===== src/rtl/fifo_wr_arbiter.sv =====
// Round-robin write arbiter in front of the 16x32 synchronous FIFO write port.
// NREQ producers use valid/ready handshakes; one owner at a time holds the
// port for up to BURST beats, then the grant rotates. Writes are suppressed
// while the FIFO reports full, and the owner keeps its grant through a stall.

module fifo_wr_arbiter_chk #(
  parameter int NREQ  = 4,
  parameter int BURST = 4
) (
  input  logic            clk,
  input  logic            rst,
  input  logic [NREQ-1:0] grant,
  input  logic            busy,
  input  logic [4:0]      beat_cnt,
  input  logic            fifo_wr,
  input  logic            fifo_full
);
  // At most one owner at any time.
  a_grant_onehot0: assert property (@(posedge clk) disable iff (rst) $onehot0(grant));
  // busy mirrors ownership.
  a_busy_grant: assert property (@(posedge clk) disable iff (rst) busy == (grant != {NREQ{1'b0}}));
  // A write never lands on a full FIFO.
  a_no_write_full: assert property (@(posedge clk) disable iff (rst) !(fifo_wr && fifo_full));
  // The stored beat count stays below the burst length.
  a_beat_range: assert property (@(posedge clk) disable iff (rst) beat_cnt < 5'(BURST));
endmodule

module fifo_wr_arbiter #(
  parameter int DW    = 32,
  parameter int NREQ  = 4,
  parameter int BURST = 4
) (
  input  logic                 clk,
  input  logic                 rst,
  input  logic [NREQ-1:0]      req_valid,
  input  logic [NREQ*DW-1:0]   req_data,
  output logic [NREQ-1:0]      req_ready,
  input  logic                 fifo_full,
  output logic                 fifo_wr,
  output logic [DW-1:0]        fifo_din,
  output logic [NREQ-1:0]      grant,
  output logic                 busy,
  output logic [4:0]           beat_cnt
);
  localparam int              PW        = (NREQ > 1) ? $clog2(NREQ) : 1;
  localparam logic [4:0]      LAST_BEAT = 5'(BURST - 1);
  localparam logic [PW-1:0]   LAST_IDX  = PW'(NREQ - 1);

  typedef enum logic [0:0] {
    IDLE  = 1'b0,
    GRANT = 1'b1
  } state_t;

  // One-hot vector with a single bit set at idx.
  function automatic logic [NREQ-1:0] onehot(input logic [PW-1:0] idx);
    logic [NREQ-1:0] vec;
    vec      = {NREQ{1'b0}};
    vec[idx] = 1'b1;
    return vec;
  endfunction

  state_t            state_r;
  state_t            state_s;
  logic [NREQ-1:0]   grant_r;
  logic [NREQ-1:0]   grant_s;
  logic [PW-1:0]     last_r;
  logic [PW-1:0]     last_s;
  logic [4:0]        beat_cnt_r;
  logic [4:0]        beat_cnt_s;
  logic              busy_r;
  logic              busy_s;

  logic              any_valid_s;
  logic [PW-1:0]     sel_s;
  logic [PW-1:0]     cand_s;
  logic              in_grant_s;
  logic              owner_valid_s;
  logic [DW-1:0]     owner_data_s;
  logic              ready_s;
  logic              xfer_s;
  logic [DW-1:0]     din_s;

  // Round-robin search: first valid requester after the last owner, wrapping at NREQ-1.
  always_comb begin
    any_valid_s = 1'b0;
    sel_s       = last_r;
    cand_s      = last_r;
    for (int k = 1; k <= NREQ; k++) begin
      cand_s = PW'((int'(last_r) + k) % NREQ);
      if (!any_valid_s && req_valid[cand_s]) begin
        any_valid_s = 1'b1;
        sel_s       = cand_s;
      end else begin
        sel_s = sel_s;
      end
    end
  end

  // Owner-side handshake; last_r names the owner while in GRANT, and reset gates everything off.
  always_comb begin
    in_grant_s    = (state_r == GRANT) && !rst;
    owner_valid_s = req_valid[last_r];
    owner_data_s  = DW'(req_data >> (int'(last_r) * DW));
    if (in_grant_s) begin
      ready_s = !fifo_full;
      xfer_s  = owner_valid_s && !fifo_full;
      din_s   = owner_data_s;
    end else begin
      ready_s = 1'b0;
      xfer_s  = 1'b0;
      din_s   = {DW{1'b0}};
    end
  end

  // Next-state logic: arbitrate in IDLE, count beats and decide release in GRANT.
  always_comb begin
    state_s    = state_r;
    grant_s    = grant_r;
    last_s     = last_r;
    beat_cnt_s = beat_cnt_r;
    case (state_r)
      IDLE: begin
        if (any_valid_s) begin
          state_s    = GRANT;
          grant_s    = onehot(sel_s);
          last_s     = sel_s;
          beat_cnt_s = 5'd0;
        end else begin
          state_s    = IDLE;
          grant_s    = {NREQ{1'b0}};
          beat_cnt_s = 5'd0;
        end
      end
      GRANT: begin
        if (!owner_valid_s) begin
          // Owner went quiet: hand the port back without a transfer.
          state_s    = IDLE;
          grant_s    = {NREQ{1'b0}};
          beat_cnt_s = 5'd0;
        end else if (fifo_full) begin
          // Stall: owner keeps the grant and the count holds.
          state_s    = GRANT;
          beat_cnt_s = beat_cnt_r;
        end else if (beat_cnt_r == LAST_BEAT) begin
          // Final beat of the burst transfers now; force rotation.
          state_s    = IDLE;
          grant_s    = {NREQ{1'b0}};
          beat_cnt_s = 5'd0;
        end else begin
          state_s    = GRANT;
          beat_cnt_s = beat_cnt_r + 5'd1;
        end
      end
      default: begin
        state_s    = IDLE;
        grant_s    = {NREQ{1'b0}};
        beat_cnt_s = 5'd0;
      end
    endcase
    busy_s = (state_s == GRANT);
  end

  // State, grant, pointer and counter registers with synchronous reset.
  always_ff @(posedge clk) begin
    if (rst) begin
      state_r    <= IDLE;
      grant_r    <= {NREQ{1'b0}};
      last_r     <= LAST_IDX;
      beat_cnt_r <= 5'd0;
      busy_r     <= 1'b0;
    end else begin
      state_r    <= state_s;
      grant_r    <= grant_s;
      last_r     <= last_s;
      beat_cnt_r <= beat_cnt_s;
      busy_r     <= busy_s;
    end
  end

  assign req_ready = grant_r & {NREQ{ready_s}};
  assign fifo_wr   = xfer_s;
  assign fifo_din  = din_s;
  assign grant     = grant_r;
  assign busy      = busy_r;
  assign beat_cnt  = beat_cnt_r;

  fifo_wr_arbiter_chk #(
    .NREQ  (NREQ),
    .BURST (BURST)
  ) u_chk (
    .clk       (clk),
    .rst       (rst),
    .grant     (grant_r),
    .busy      (busy_r),
    .beat_cnt  (beat_cnt_r),
    .fifo_wr   (xfer_s),
    .fifo_full (fifo_full)
  );

endmodule


===== config.mk =====
export PLATFORM = sky130hd
export DESIGN_NAME = fifo_wr_arbiter
export DESIGN_NICKNAME = d
export VERILOG_FILES = /design/src/rtl/fifo_wr_arbiter.sv
export SDC_FILE = /design/constraint.sdc
export NUM_CORES = 1
export LEC_CHECK = 0
export CORE_AREA = 3 3 69 71
export DETAILED_ROUTE_END_ITERATION = 10
export DIE_AREA = 0 0 72 74
export DONT_BUFFER_PORTS = 1
export GPL_TIMING_DRIVEN = 0
export HOLD_SLACK_MARGIN = 0.15
export PLACE_DENSITY = 0.54
export SYNTH_ARGS = -nofsm -noshare
export SYNTH_HDL_FRONTEND = slang
export SYNTH_SLANG_ARGS = --single-unit

===== constraint.sdc =====
create_clock -name clk -period 2.1 [get_ports clk]
set_clock_uncertainty 0.1 [all_clocks]
set_input_delay 0.42 -clock clk [delete_from_list [all_inputs] [get_ports clk]]
set_output_delay 0.42 -clock clk [all_outputs]
set_load 0.05 [all_outputs]

==> results.yml <==
floorplanning:
  dieHeight_um: 74
  die-area_um2: 5330
  die_x_um: 72
  core-area_um2: 4290
  initial_core_util_pct: 37.8
  boundaryPins: 182
  rows: 24
power_and_ir_drop:
  internal-power_mw: 0.910
  peakVddDrop_mv: 0.234
  combPwrFrac_pct: 63.8
  switchingPower_mw: 0.688
  p_leak_nw: 0.784
  p_clk_share_pct: 15.9
  swShare_pct: 43.1
  p_seq_share_pct: 20.3
  cellPowerDensity_nw_per_um2: 746
logic_synthesis:
  synth_edf_count: 0
  async_reset_ff_share_pct: 0
  netlist_area_um2: 1620
  synth_warnings: 0
  synth_area_leaders: "mux4_2, dfxtp_1, and3_1, nor2_1, a32o_1"
  ys_types: 34
  post-synth-top-count-cell: "mux4_2"
  netlist.area_leader.share_pct: 45.8
  synth_largest_area_cell: "mux4_2"
  ys_seq_area_share_pct: 14.8
  synthFlopType: "dfxtp_1"
  synthTopCellsByCount: "mux4_2, and3_1, dfxtp_1, nor2_1, clkbuf_1"
  synth_fp_nets: 285
  avgSynthCellArea_um2: 10.9
  synthCells: 149
  synth-seq-cells: 12
layout:
  nFillCells: 374
  nets: 297
  final_cell_area_um2: 2140
  seq_area_um2: 250
  layoutNonFillerInstCount: 212
  multi_input_area_um2: 1510
  synthToLayoutAreaGrowth_pct: 32.0
  num_antenna_cells: 0
  final_layout_size_suffix_gt1_share_pct: 61.9
sta:
  setup_slack_ps: -68.9
  tns_ps: -1390
  hold_viol_final: 0
  finalSetupViolations: 29
  timing.final.crit_period_ps: 2170
  fmax_mhz: 461
  rsz0062_at_grt: "true"
  slew_viol_final: 0
  period_share_pct: 103
  slew_headroom_pct: 47.7
  tightest_slew_ps: 784
critical_path:
  path_cells: "buf_12, clkbuf_16, mux4_2, and3_4"
  worstSetupPathType: "reg -> out"
  crit_path_max_incr_delay_ps: 490
  critPathRequiredTime_ps: 1580
  arrival_ps: 1650
  crit_fanout: 6
  startpoint_type: "flop"
  endpoint_kind: "output port"
  cp_slowest_cell: "mux4_2"
drt:
  dr.pass1.iters: 5
  drt_first_iter_violations: 45
  wire_per_inst_um: 28.7
  postRouteAntennaNets: 0
  avgViaCountPerCell: 7.08
  vias: 1501
  route.detailed.drc: 0
  wl_um: 6080
flow_run:
  cap_violations: 0
placement:
  dpl.hpwl_um: 5040
  dpl.cell_count: 201
  placed_cell_area_um2: 1740
  gp_congestion: 0.810
  place.port_buffers: 0
clock_tree:
  cts_buffers: 3
  clock-root-buffer: "clkbuf_8"
  cts_num_sinks: 12
  tritoncts: "yes"
  clk_pin_slew_ps: 50
  clock_latency_ps: 240
  cts_buffer_depth: 2
  htree_num_levels: 1
global_routing:
  grt_max_degree: 11
  grt_overflow: 0
  gr-usage-all-layers_pct: 21.3
  grt_pass1_wl_um: 8660
  first_global_vias: 1672
  antenna_found_initial: 0
status:
  status: "finished, violations left"
  violations: "negative setup slack"
worst_hold_path:
  min_path_type: "in -> reg"
[routing by layer]
| metal | up-vias | share of wire [%] | GRT usage (%) |
|---|---|---|---|
| met3 | 4 | 10 | 5.54 |
| met2 | 121 | 54 | 41.2 |
| met5 | - | 0 | 0 |
| li1 | 638 | - | - |
| met4 | 0 | 0.38 | 3.13 |
| met1 | 738 | 35 | 24.0 |
[worst max-delay path, delay by kind of cell (launching register included)]
| family | cells | cell delay [ps] |
|---|---|---|
| flip-flops | 1 | 370 |
| multiplexers | 1 | 490 |
| AND/OR/NAND/NOR | 1 | 260 |
| buffers and inverters | 2 | 290 |
[metrics by stage]
step / power, mW / hold slack [ps] / util [%] / setup WS, ps
6_report: 1.60 / 254 / 49.9 / -68.9
4_1_cts: 1.56 / 152 / 48.0 / -108
3_3_place_gp: 1.14 / 415 / 40.4 / -347
3_5_place_dp: 1.15 / 416 / 40.4 / -304
2_1_floorplan: 1.05 / 412 / - / -21.3
5_1_grt: 1.68 / 267 / 49.9 / -124
[layout by cell type (no fill, tap or decap), types with 2 or more instances in the layout]
| cell | Yosys | routed |
|---|---|---|
| a21o_1 | 2 | 2 |
| a32o_1 | 4 | 4 |
| clkbuf_2 | 0 | 3 |
| buf_2 | 2 | 2 |
| a21oi_1 | 2 | 2 |
| nor2_1 | 12 | 11 |
| dfxtp_1 | 12 | 8 |
| and3_4 | 0 | 32 |
| clkbuf_1 | 8 | 4 |
| nor3b_4 | 0 | 4 |
| xnor2_1 | 3 | 3 |
| nand2_1 | 3 | 2 |
| buf_12 | 0 | 4 |
| nand2b_1 | 2 | 2 |
| inv_1 | 2 | 2 |
| buf_4 | 2 | 5 |
| clkbuf_8 | 0 | 4 |
| clkbuf_16 | 0 | 3 |
| mux4_2 | 33 | 33 |
| a31oi_1 | 3 | 3 |
| nand3_1 | 2 | 2 |
| o21ai_0 | 3 | 3 |
| dfxtp_2 | 0 | 2 |
| dfxtp_4 | 0 | 2 |
[layout make-up]
type                            instances  area share (%)
Timing Repair Buffer                    7            4.21
Multi-Input combinational cell        118            70.3
Tap cell                               52            3.04
Clock buffer                            4            2.57
Sequential cell                        12            11.7
Inverter                                3           0.526
Buffer                                 16            7.66
[timing repair]
action	in CTS	in global routing
pin swaps	2	2
setup endpoints to repair	45	32
endpoints found under the hold margin	0	1
cloned	1	2
resized for setup	92	4
hold buffers	0	1
setup buffers	2	1
[path summary, 6_finish.rpt]
kind | start | cells past startpoint | end | slack, ps
worst max-delay path | last_r[0] | 4 | fifo_din[3] | -70
worst min-delay path | rst | 2 | last_r[0] | 250
worst max register to register | beat_cnt[0] | 5 | grant[1] | 160
worst min register to register | beat_cnt[1] | 2 | beat_cnt[1] | 510
[sequential cells by signal, summed over array words and instances, names as in the netlist]
register  flops
beat_cnt      5
busy          1
grant         4
last_r        2
[power by group through the flow]
stage	Clock [mW]	Sequential [mW]	Combinational (mW)
CTS	0.262	0.324	0.977
finish	0.254	0.325	1.02
detailed placement	0	0.323	0.827
global placement	0	0.322	0.814
global route	0.270	0.329	1.08
floorplan	0	0.316	0.738
[logic make-up after synthesis]
logic type               synth area share [%]
multiplexers                             45.8
XOR/XNOR                                 2.16
adder cells (fa/ha/maj)                 0.771
flip-flops                               14.8
AO/OA/AOI/OAI                            8.95
buffers and inverters                    5.94
AND/OR/NAND/NOR                          21.5
Note: power is estimated with default switching activity, not from simulation.
